File: src/rtl/proj_fm_pkg.sv
// Shared types and sizing helpers for the feature-map buffer controller.
// Buffer state encoding plus depth/beat derivation.
package proj_fm_pkg;

  typedef enum logic [1:0] {
    FREE,
    FILLING,
    FULL
  } buf_state_e;

  function automatic int clog2_min1(input int n);
    return (n > 1) ? $clog2(n) : 1;
  endfunction

  function automatic int fm_depth(input int rams,
                                  input int entries,
                                  input int offset);
    return rams * entries * offset;
  endfunction

  function automatic int fm_beats(input int depth,
                                  input int rd_cnt);
    return depth / rd_cnt;
  endfunction

endpackage

File: src/rtl/proj_fm_buf_ctrl_if.sv
// Producer/consumer handshake and address bundle of the buffer controller.
// slave is the controller side, master the producer/consumer side.
interface proj_fm_buf_ctrl_if
  import proj_fm_pkg::*;
#(
  parameter int BUFFER_COUNT         = 2,
  parameter int RAMS                 = 2,
  parameter int ENTRIES              = 2,
  parameter int OFFSET               = 2,
  parameter int READ_ADDRESSES_COUNT = 4
) ();

  localparam int DEPTH  = fm_depth(RAMS, ENTRIES, OFFSET);
  localparam int BEATS  = fm_beats(DEPTH, READ_ADDRESSES_COUNT);
  localparam int BUF_W  = clog2_min1(BUFFER_COUNT);
  localparam int RAM_W  = clog2_min1(RAMS);
  localparam int ENT_W  = clog2_min1(ENTRIES);
  localparam int OFF_W  = clog2_min1(OFFSET);
  localparam int BEAT_W = clog2_min1(BEATS);
  localparam int CNT_W  = clog2_min1(BUFFER_COUNT + 1);

  logic              in_wr_valid;
  logic              out_wr_ready;
  logic              out_wr_en;
  logic [BUF_W-1:0]  out_wr_buf;
  logic [RAM_W-1:0]  out_wr_ram;
  logic [ENT_W-1:0]  out_wr_entry;
  logic [OFF_W-1:0]  out_wr_offset;
  logic              out_rd_valid;
  logic              in_rd_ready;
  logic [BUF_W-1:0]  out_rd_buf;
  logic [BEAT_W-1:0] out_rd_beat;
  logic              out_rd_last;
  logic              out_rd_data_valid;
  logic [CNT_W-1:0]  out_full_count;

  modport slave (
    input  in_wr_valid,
    input  in_rd_ready,
    output out_wr_ready,
    output out_wr_en,
    output out_wr_buf,
    output out_wr_ram,
    output out_wr_entry,
    output out_wr_offset,
    output out_rd_valid,
    output out_rd_buf,
    output out_rd_beat,
    output out_rd_last,
    output out_rd_data_valid,
    output out_full_count
  );

  modport master (
    output in_wr_valid,
    output in_rd_ready,
    input  out_wr_ready,
    input  out_wr_en,
    input  out_wr_buf,
    input  out_wr_ram,
    input  out_wr_entry,
    input  out_wr_offset,
    input  out_rd_valid,
    input  out_rd_buf,
    input  out_rd_beat,
    input  out_rd_last,
    input  out_rd_data_valid,
    input  out_full_count
  );

endinterface

File: src/rtl/proj_fm_addr_split.sv
// Write-word counter split into ram/entry/offset fields.
// Nested counters avoid dividers for non-power-of-two geometries.
module proj_fm_addr_split
  import proj_fm_pkg::*;
#(
  parameter int RAMS    = 2,
  parameter int ENTRIES = 2,
  parameter int OFFSET  = 2,
  parameter int RAM_W   = clog2_min1(RAMS),
  parameter int ENT_W   = clog2_min1(ENTRIES),
  parameter int OFF_W   = clog2_min1(OFFSET)
) (
  input  logic             in_clk,
  input  logic             in_rst,
  input  logic             clear,
  input  logic             inc,
  output logic [RAM_W-1:0] ram,
  output logic [ENT_W-1:0] entry,
  output logic [OFF_W-1:0] offset,
  output logic             last
);

  logic off_last;
  logic ent_last;
  logic ram_last;

  assign off_last = (offset == OFF_W'(OFFSET - 1));
  assign ent_last = (entry == ENT_W'(ENTRIES - 1));
  assign ram_last = (ram == RAM_W'(RAMS - 1));
  assign last     = off_last & ent_last & ram_last;

  always_ff @(posedge in_clk or posedge in_rst) begin
    if (in_rst) begin
      ram    <= '0;
      entry  <= '0;
      offset <= '0;
    end else if (clear) begin
      ram    <= '0;
      entry  <= '0;
      offset <= '0;
    end else if (inc) begin
      offset <= off_last ? '0 : offset + OFF_W'(1);
      if (off_last) begin
        entry <= ent_last ? '0 : entry + ENT_W'(1);
        if (ent_last)
          ram <= ram_last ? '0 : ram + RAM_W'(1);
      end
    end
  end

endmodule

File: src/rtl/proj_fm_buf_ctrl.sv
// Round-robin fill/drain sequencer for the multi-buffer feature-map RAM.
// Producer fills wr_idx while the consumer drains rd_idx in beats.
module proj_fm_buf_ctrl
  import proj_fm_pkg::*;
#(
  parameter int BUFFER_COUNT         = 2,
  parameter int RAMS                 = 2,
  parameter int ENTRIES              = 2,
  parameter int OFFSET               = 2,
  parameter int READ_ADDRESSES_COUNT = 4
) (
  input logic               in_clk,
  input logic               in_rst,
  input logic               in_flush,
  proj_fm_buf_ctrl_if.slave bus
);

  localparam int DEPTH  = fm_depth(RAMS, ENTRIES, OFFSET);
  localparam int BEATS  = fm_beats(DEPTH, READ_ADDRESSES_COUNT);
  localparam int BUF_W  = clog2_min1(BUFFER_COUNT);
  localparam int BEAT_W = clog2_min1(BEATS);
  localparam int CNT_W  = clog2_min1(BUFFER_COUNT + 1);

  buf_state_e        state_q [BUFFER_COUNT];
  buf_state_e        state_d [BUFFER_COUNT];
  logic [BUF_W-1:0]  wr_idx;
  logic [BUF_W-1:0]  rd_idx;
  logic [BEAT_W-1:0] beat_cnt;
  logic [CNT_W-1:0]  full_cnt;
  logic              rd_dv;

  logic wr_ready;
  logic wr_fire;
  logic wr_last;
  logic wr_done;
  logic rd_valid;
  logic rd_fire;
  logic rd_last;
  logic rd_done;

  function automatic logic [BUF_W-1:0] nxt_idx(
    input logic [BUF_W-1:0] i
  );
    return (i == BUF_W'(BUFFER_COUNT - 1)) ? '0 : i + BUF_W'(1);
  endfunction

  assign wr_ready = (state_q[wr_idx] != FULL);
  assign wr_fire  = bus.in_wr_valid & wr_ready;
  assign wr_done  = wr_fire & wr_last;
  assign rd_valid = (state_q[rd_idx] == FULL);
  assign rd_fire  = rd_valid & bus.in_rd_ready;
  assign rd_last  = (beat_cnt == BEAT_W'(BEATS - 1));
  assign rd_done  = rd_fire & rd_last;

  // Flush clears the write counter alongside the buffer state.
  proj_fm_addr_split #(
    .RAMS    (RAMS),
    .ENTRIES (ENTRIES),
    .OFFSET  (OFFSET)
  ) u_wr_split (
    .in_clk (in_clk),
    .in_rst (in_rst),
    .clear  (in_flush),
    .inc    (wr_fire),
    .ram    (bus.out_wr_ram),
    .entry  (bus.out_wr_entry),
    .offset (bus.out_wr_offset),
    .last   (wr_last)
  );

  always_comb begin
    state_d = state_q;
    for (int i = 0; i < BUFFER_COUNT; i++) begin
      if (wr_fire && wr_idx == BUF_W'(i))
        state_d[i] = wr_last ? FULL : FILLING;
      if (rd_done && rd_idx == BUF_W'(i))
        state_d[i] = FREE;
    end
  end

  always_ff @(posedge in_clk or posedge in_rst) begin
    if (in_rst) begin
      for (int i = 0; i < BUFFER_COUNT; i++)
        state_q[i] <= FREE;
    end else if (in_flush) begin
      for (int i = 0; i < BUFFER_COUNT; i++)
        state_q[i] <= FREE;
    end else begin
      state_q <= state_d;
    end
  end

  always_ff @(posedge in_clk or posedge in_rst) begin
    if (in_rst) begin
      wr_idx   <= '0;
      rd_idx   <= '0;
      beat_cnt <= '0;
      full_cnt <= '0;
      rd_dv    <= 1'b0;
    end else if (in_flush) begin
      wr_idx   <= '0;
      rd_idx   <= '0;
      beat_cnt <= '0;
      full_cnt <= '0;
      rd_dv    <= 1'b0;
    end else begin
      rd_dv    <= rd_fire;
      full_cnt <= full_cnt + CNT_W'(wr_done) - CNT_W'(rd_done);
      if (wr_done)
        wr_idx <= nxt_idx(wr_idx);
      if (rd_fire)
        beat_cnt <= rd_last ? '0 : beat_cnt + BEAT_W'(1);
      if (rd_done)
        rd_idx <= nxt_idx(rd_idx);
    end
  end

  assign bus.out_wr_ready      = wr_ready;
  assign bus.out_wr_en         = wr_fire;
  assign bus.out_wr_buf        = wr_idx;
  assign bus.out_rd_valid      = rd_valid;
  assign bus.out_rd_buf        = rd_idx;
  assign bus.out_rd_beat       = beat_cnt;
  assign bus.out_rd_last       = rd_last;
  assign bus.out_rd_data_valid = rd_dv;
  assign bus.out_full_count    = full_cnt;

endmodule

File: src/flat_wrapper.sv
// flat-port wrapper written by rule: the top's interface ports become plain ports
module proj_fm_buf_ctrl_flat import proj_fm_pkg::*;
#(
  parameter int BUFFER_COUNT         = 2,
  parameter int RAMS                 = 2,
  parameter int ENTRIES              = 2,
  parameter int OFFSET               = 2,
  parameter int READ_ADDRESSES_COUNT = 4
)
  (in_clk, in_rst, in_flush, bus_in_wr_valid, bus_in_rd_ready, bus_out_wr_ready, bus_out_wr_en, bus_out_wr_buf, bus_out_wr_ram, bus_out_wr_entry, bus_out_wr_offset, bus_out_rd_valid, bus_out_rd_buf, bus_out_rd_beat, bus_out_rd_last, bus_out_rd_data_valid, bus_out_full_count);
  proj_fm_buf_ctrl_if #(.BUFFER_COUNT(BUFFER_COUNT), .RAMS(RAMS), .ENTRIES(ENTRIES), .OFFSET(OFFSET), .READ_ADDRESSES_COUNT(READ_ADDRESSES_COUNT)) bus_i ();
  input logic in_clk;
  input logic in_rst;
  input logic in_flush;
  input wire logic [$bits(bus_i.in_wr_valid)-1:0] bus_in_wr_valid;
  input wire logic [$bits(bus_i.in_rd_ready)-1:0] bus_in_rd_ready;
  output wire logic [$bits(bus_i.out_wr_ready)-1:0] bus_out_wr_ready;
  output wire logic [$bits(bus_i.out_wr_en)-1:0] bus_out_wr_en;
  output wire logic [$bits(bus_i.out_wr_buf)-1:0] bus_out_wr_buf;
  output wire logic [$bits(bus_i.out_wr_ram)-1:0] bus_out_wr_ram;
  output wire logic [$bits(bus_i.out_wr_entry)-1:0] bus_out_wr_entry;
  output wire logic [$bits(bus_i.out_wr_offset)-1:0] bus_out_wr_offset;
  output wire logic [$bits(bus_i.out_rd_valid)-1:0] bus_out_rd_valid;
  output wire logic [$bits(bus_i.out_rd_buf)-1:0] bus_out_rd_buf;
  output wire logic [$bits(bus_i.out_rd_beat)-1:0] bus_out_rd_beat;
  output wire logic [$bits(bus_i.out_rd_last)-1:0] bus_out_rd_last;
  output wire logic [$bits(bus_i.out_rd_data_valid)-1:0] bus_out_rd_data_valid;
  output wire logic [$bits(bus_i.out_full_count)-1:0] bus_out_full_count;
  assign bus_i.in_wr_valid = bus_in_wr_valid;
  assign bus_i.in_rd_ready = bus_in_rd_ready;
  assign bus_out_wr_ready = bus_i.out_wr_ready;
  assign bus_out_wr_en = bus_i.out_wr_en;
  assign bus_out_wr_buf = bus_i.out_wr_buf;
  assign bus_out_wr_ram = bus_i.out_wr_ram;
  assign bus_out_wr_entry = bus_i.out_wr_entry;
  assign bus_out_wr_offset = bus_i.out_wr_offset;
  assign bus_out_rd_valid = bus_i.out_rd_valid;
  assign bus_out_rd_buf = bus_i.out_rd_buf;
  assign bus_out_rd_beat = bus_i.out_rd_beat;
  assign bus_out_rd_last = bus_i.out_rd_last;
  assign bus_out_rd_data_valid = bus_i.out_rd_data_valid;
  assign bus_out_full_count = bus_i.out_full_count;
  proj_fm_buf_ctrl #(.BUFFER_COUNT(BUFFER_COUNT), .RAMS(RAMS), .ENTRIES(ENTRIES), .OFFSET(OFFSET), .READ_ADDRESSES_COUNT(READ_ADDRESSES_COUNT)) u_core (.in_clk(in_clk), .in_rst(in_rst), .in_flush(in_flush), .bus(bus_i));
endmodule
File: config.mk
export PLATFORM = sky130hd
export DESIGN_NAME = proj_fm_buf_ctrl_flat
export DESIGN_NICKNAME = d
export VERILOG_FILES = /design/src/rtl/proj_fm_pkg.sv /design/src/rtl/proj_fm_buf_ctrl_if.sv /design/src/rtl/proj_fm_addr_split.sv /design/src/rtl/proj_fm_buf_ctrl.sv /design/src/flat_wrapper.sv
export SDC_FILE = /design/constraint.sdc
export NUM_CORES = 1
export LEC_CHECK = 0
export CORE_UTILIZATION = 48
export CTS_CLUSTER_DIAMETER = 40
export CTS_CLUSTER_SIZE = 12
export DETAILED_ROUTE_END_ITERATION = 10
export GPL_TIMING_DRIVEN = 0
export MAX_ROUTING_LAYER = met4
export PLACE_DENSITY = 0.86
export SYNTH_ARGS = -nofsm -noshare
export SYNTH_HDL_FRONTEND = slang
export SYNTH_SLANG_ARGS = --single-unit
export TNS_END_PERCENT = 50
File: constraint.sdc
create_clock -name in_clk -period 2.78 [get_ports in_clk]
set_clock_uncertainty 0.2 [all_clocks]
set_input_delay 0.417 -clock in_clk [delete_from_list [all_inputs] [get_ports in_clk]]
set_output_delay 0.417 -clock in_clk [all_outputs]
set_load 0.005 [all_outputs]
==> results by group <==
Floorplan
  – Initial core utilization: 52.0%
  – Io pins: 18
  – Die area: 1820 µm²
  – Die Width: 42.6 µm
  – Total core area: 1520 µm²
  – Die H: 42.6 µm
  – Site Rows: 14

Status
  – Outcome: finished clean

Clock tree
  – Worst-path clk slew: 0.08 ns
  – TritonCTS buffer count: 3
  – TritonCTS clock tree: yes
  – Cts hold-fix bufs: 0
  – CTS Root Cell: clkbuf_4
  – Clock Latency Late Sink: 0.28 ns
  – CTS resizes: 0
  – # Post-CTS Setup Buffers: 0
  – H-tree depth: 1
  – Clock Sinks: 13
  – Max Buffers Root-to-Sink: 2

Setup path
  – Worst endpoint required time: 2.16 ns
  – WP data arrival: 1.97 ns
  – Critical path origin: u_core.state_q[2]$_DFFE_PP0P_
  – Crit. End Element: primary output
  – WS Path Type: reg -> out
  – Critical-path top delay cell: nor3b_1
  – Startpoint types: flop
  – FF-to-FF End: u_core.bus.out_full_count[1]$_DFF_PP0_
  – Critical path depth: 3
  – CP delay by family, top: simple AND/OR/NAND/NOR gates
  – Flop2flop setup slack: 0.46 ns
  – Crit Reg-Reg Startpoint: u_core.state_q[2]$_DFFE_PP0P_
  – Buf+Inv Stages, Crit Path: 1
  – FF-to-FF path depth: 7
  – Crit-path max FO: 6
  – CP max stage delay: 0.55 ns
  – CP Cell Sequence: nor3b_1 > or2_2 > clkdlybuf4s50_1

Worst hold path
  – Tightest Hold Check Type: in -> async

Timing
  – Fmax: 387 MHz
  – Fin crit period: 2.59 ns
  – Slew @ Worst Pin: 0.608 ns
  – RSZ-0062 raised after global routing: false
  – Crit share post-route: 93.1%
  – Final-report setup violation count: 0
  – Final Hold Fails: 0
  – Hold_ws: 0.270 ns
  – Slew Limit Fails: 0
  – Headroom to the max-slew limit: 59.4%
  – Post-Route Setup TNS: 0 ns

Routing
  – Via Count: 730
  – DR vias/cell: 6.29
  – Avg WL per Cell: 15.2 µm
  – Final WL: 1760 µm
  – Post-route DRC: 0
  – Post-route ant nets: 0
  – Total iterations of the first detailed-routing run: 4
  – DRT iter0 DRCs: 19

GRT
  – Initial antenna violation count: 0
  – Vias in the first global route: 661
  – Total grt overflow: 0
  – GRT Total Usage: 22.3%
  – Pin count of the biggest net entering global routing: 14
  – First-pass GRT wire length: 2860 µm

Power and ir drop
  – Leakage: 0.435 nW
  – PwrDens: 347 nW/µm²
  – Peak supply drop: 0.262 mV

Placement
  – Final GP Congestion: 0.793
  – DP HPWL: 1270 µm
  – Port Buffers: 17

Layout
  – Commonest non-fill, non-tap cells in the layout: clkdlybuf4s50_1 (17), dfrtp_1 (13), a21oi_1 (5), nor2_1 (5)
  – Commonest non-fill, non-tap cell in the layout: clkdlybuf4s50_1
  – Fill count: 135
  – Layout area overhead: 27.3%
  – Ant. Diodes: 0
  – Share of cells above drive strength 1: 12.0%
  – Layout Nets: 107

Yosys
  – Net Count, Synth: 85
  – Ys Warns: 0
  – Synth cell types: 37
  – FF+latch count, synth: 13
  – Post-synthesis sequential area ratio: 41.1%
  – Ys async rst share: 100%
  – Count of flip-flops with a built-in enable after synthesis: 0
  – Cell Area, Synth: 792 µm²
  – Ys flop type: dfrtp_1
  – Syn avg cell area: 10.0 µm²
  – Cells after Synth: 79

Job
  – Max-Cap Viols: 0
worst max path at each step:
stage,to,slack [ns]
3_5_place_dp,u_core.bus.out_full_count[1]$_DFF_PP0_,0.46
5_1_grt,bus_out_rd_valid,0.09
2_1_floorplan,u_core.bus.out_full_count[1]$_DFF_PP0_,0.73
4_1_cts,bus_out_rd_valid,0.19
6_report,bus_out_rd_valid,0.19
3_3_place_gp,bus_out_wr_en,0.50
flip-flops by register name, indices dropped and copies added, names as in the netlist:
name and cells:
u_core.bus.out_full_count 2, u_core.bus.out_rd_beat 1, u_core.bus.out_rd_buf 1, u_core.bus.out_rd_data_valid 1
u_core.bus.out_wr_buf 1, u_core.state_q 4, u_core.u_wr_split.entry 1, u_core.u_wr_split.offset 1
u_core.u_wr_split.ram 1
power breakdown:
| group | total [W] | switching (W) | internal, W |
|---|---|---|---|
| Combinational | 0.0000359 | 0.0000176 | 0.0000182 |
| Sequential | 0.000197 | 0.00000508 | 0.000192 |
| Clock | 0.000118 | 0.0000618 | 0.0000558 |
| Total | 0.000350 | 0.0000845 | 0.000266 |
metrics by stage:
step	setup WS, ns	power (W)	util [%]	area (µm²)	std cells
after floorplan	0.734	0.000218	-	792	79
after global placement	0.497	0.000235	64.4	982	112
after detailed placement	0.461	0.000237	64.4	982	112
after CTS	0.192	0.000355	66.2	1010	116
after global routing	0.0877	0.000369	66.2	1010	116
final	0.193	0.000350	66.2	1010	116
cells by family (layout without fill, tap and decap cells):
kind of cell | count (synthesis) | in the layout | share of synthesized area (%)
XOR/XNOR | 2 | 2 | 2.21
AO/OA/AOI/OAI | 23 | 23 | 21.2
buffers and inverters | 10 | 31 | 9.00
flip-flops | 13 | 13 | 41.1
AND/OR/NAND/NOR | 30 | 30 | 25.0
adder cells (fa/ha/maj) | 1 | 1 | 1.58
synth_stat cells (2+ instances only):
master | instances | area, µm²
dfrtp_1 | 13 | 325
a21oi_1 | 5 | 25.0
nor2_1 | 5 | 18.8
buf_6 | 4 | 45.0
inv_1 | 4 | 15.0
nand3_1 | 4 | 20.0
o31ai_1 | 3 | 22.5
or4_1 | 3 | 22.5
a21o_1 | 2 | 15.0
a311oi_1 | 2 | 17.5
a32oi_1 | 2 | 17.5
and3b_1 | 2 | 17.5
nand4b_1 | 2 | 17.5
nor3_1 | 2 | 10.0
nor3b_1 | 2 | 15.0
o211ai_1 | 2 | 15.0
xnor2_1 | 2 | 17.5
area by class of cell:
class	count	area, µm²	area share (%)
clock buffers	4	26.3	2.61
repair buffers	17	170	16.9
inverters	4	15.0	1.49
flip-flops and latches	13	325	32.3
plain buffers	6	56.3	5.58
well taps	16	20.0	1.99
multi-input cells	56	395	39.2
worst reg2reg max path, cell delays in order (launching register included):
cell and delay [ns]:
dfrtp_1 0.44, nor3b_1 0.55, o211ai_1 0.22, xnor2_1 0.16, ha_1 0.21, xnor2_1 0.18, o2111a_1 0.21, a21o_1 0.09
per-layer routing:
metal	GRT usage, %	routed length (µm)	vias up
met3	9.05	81	8
met1	23.7	725	360
li1	-	-	346
met4	11.3	40	0
met5	-	0	-
met2	35.5	914	16
Note: power is estimated with default switching activity, not from simulation.
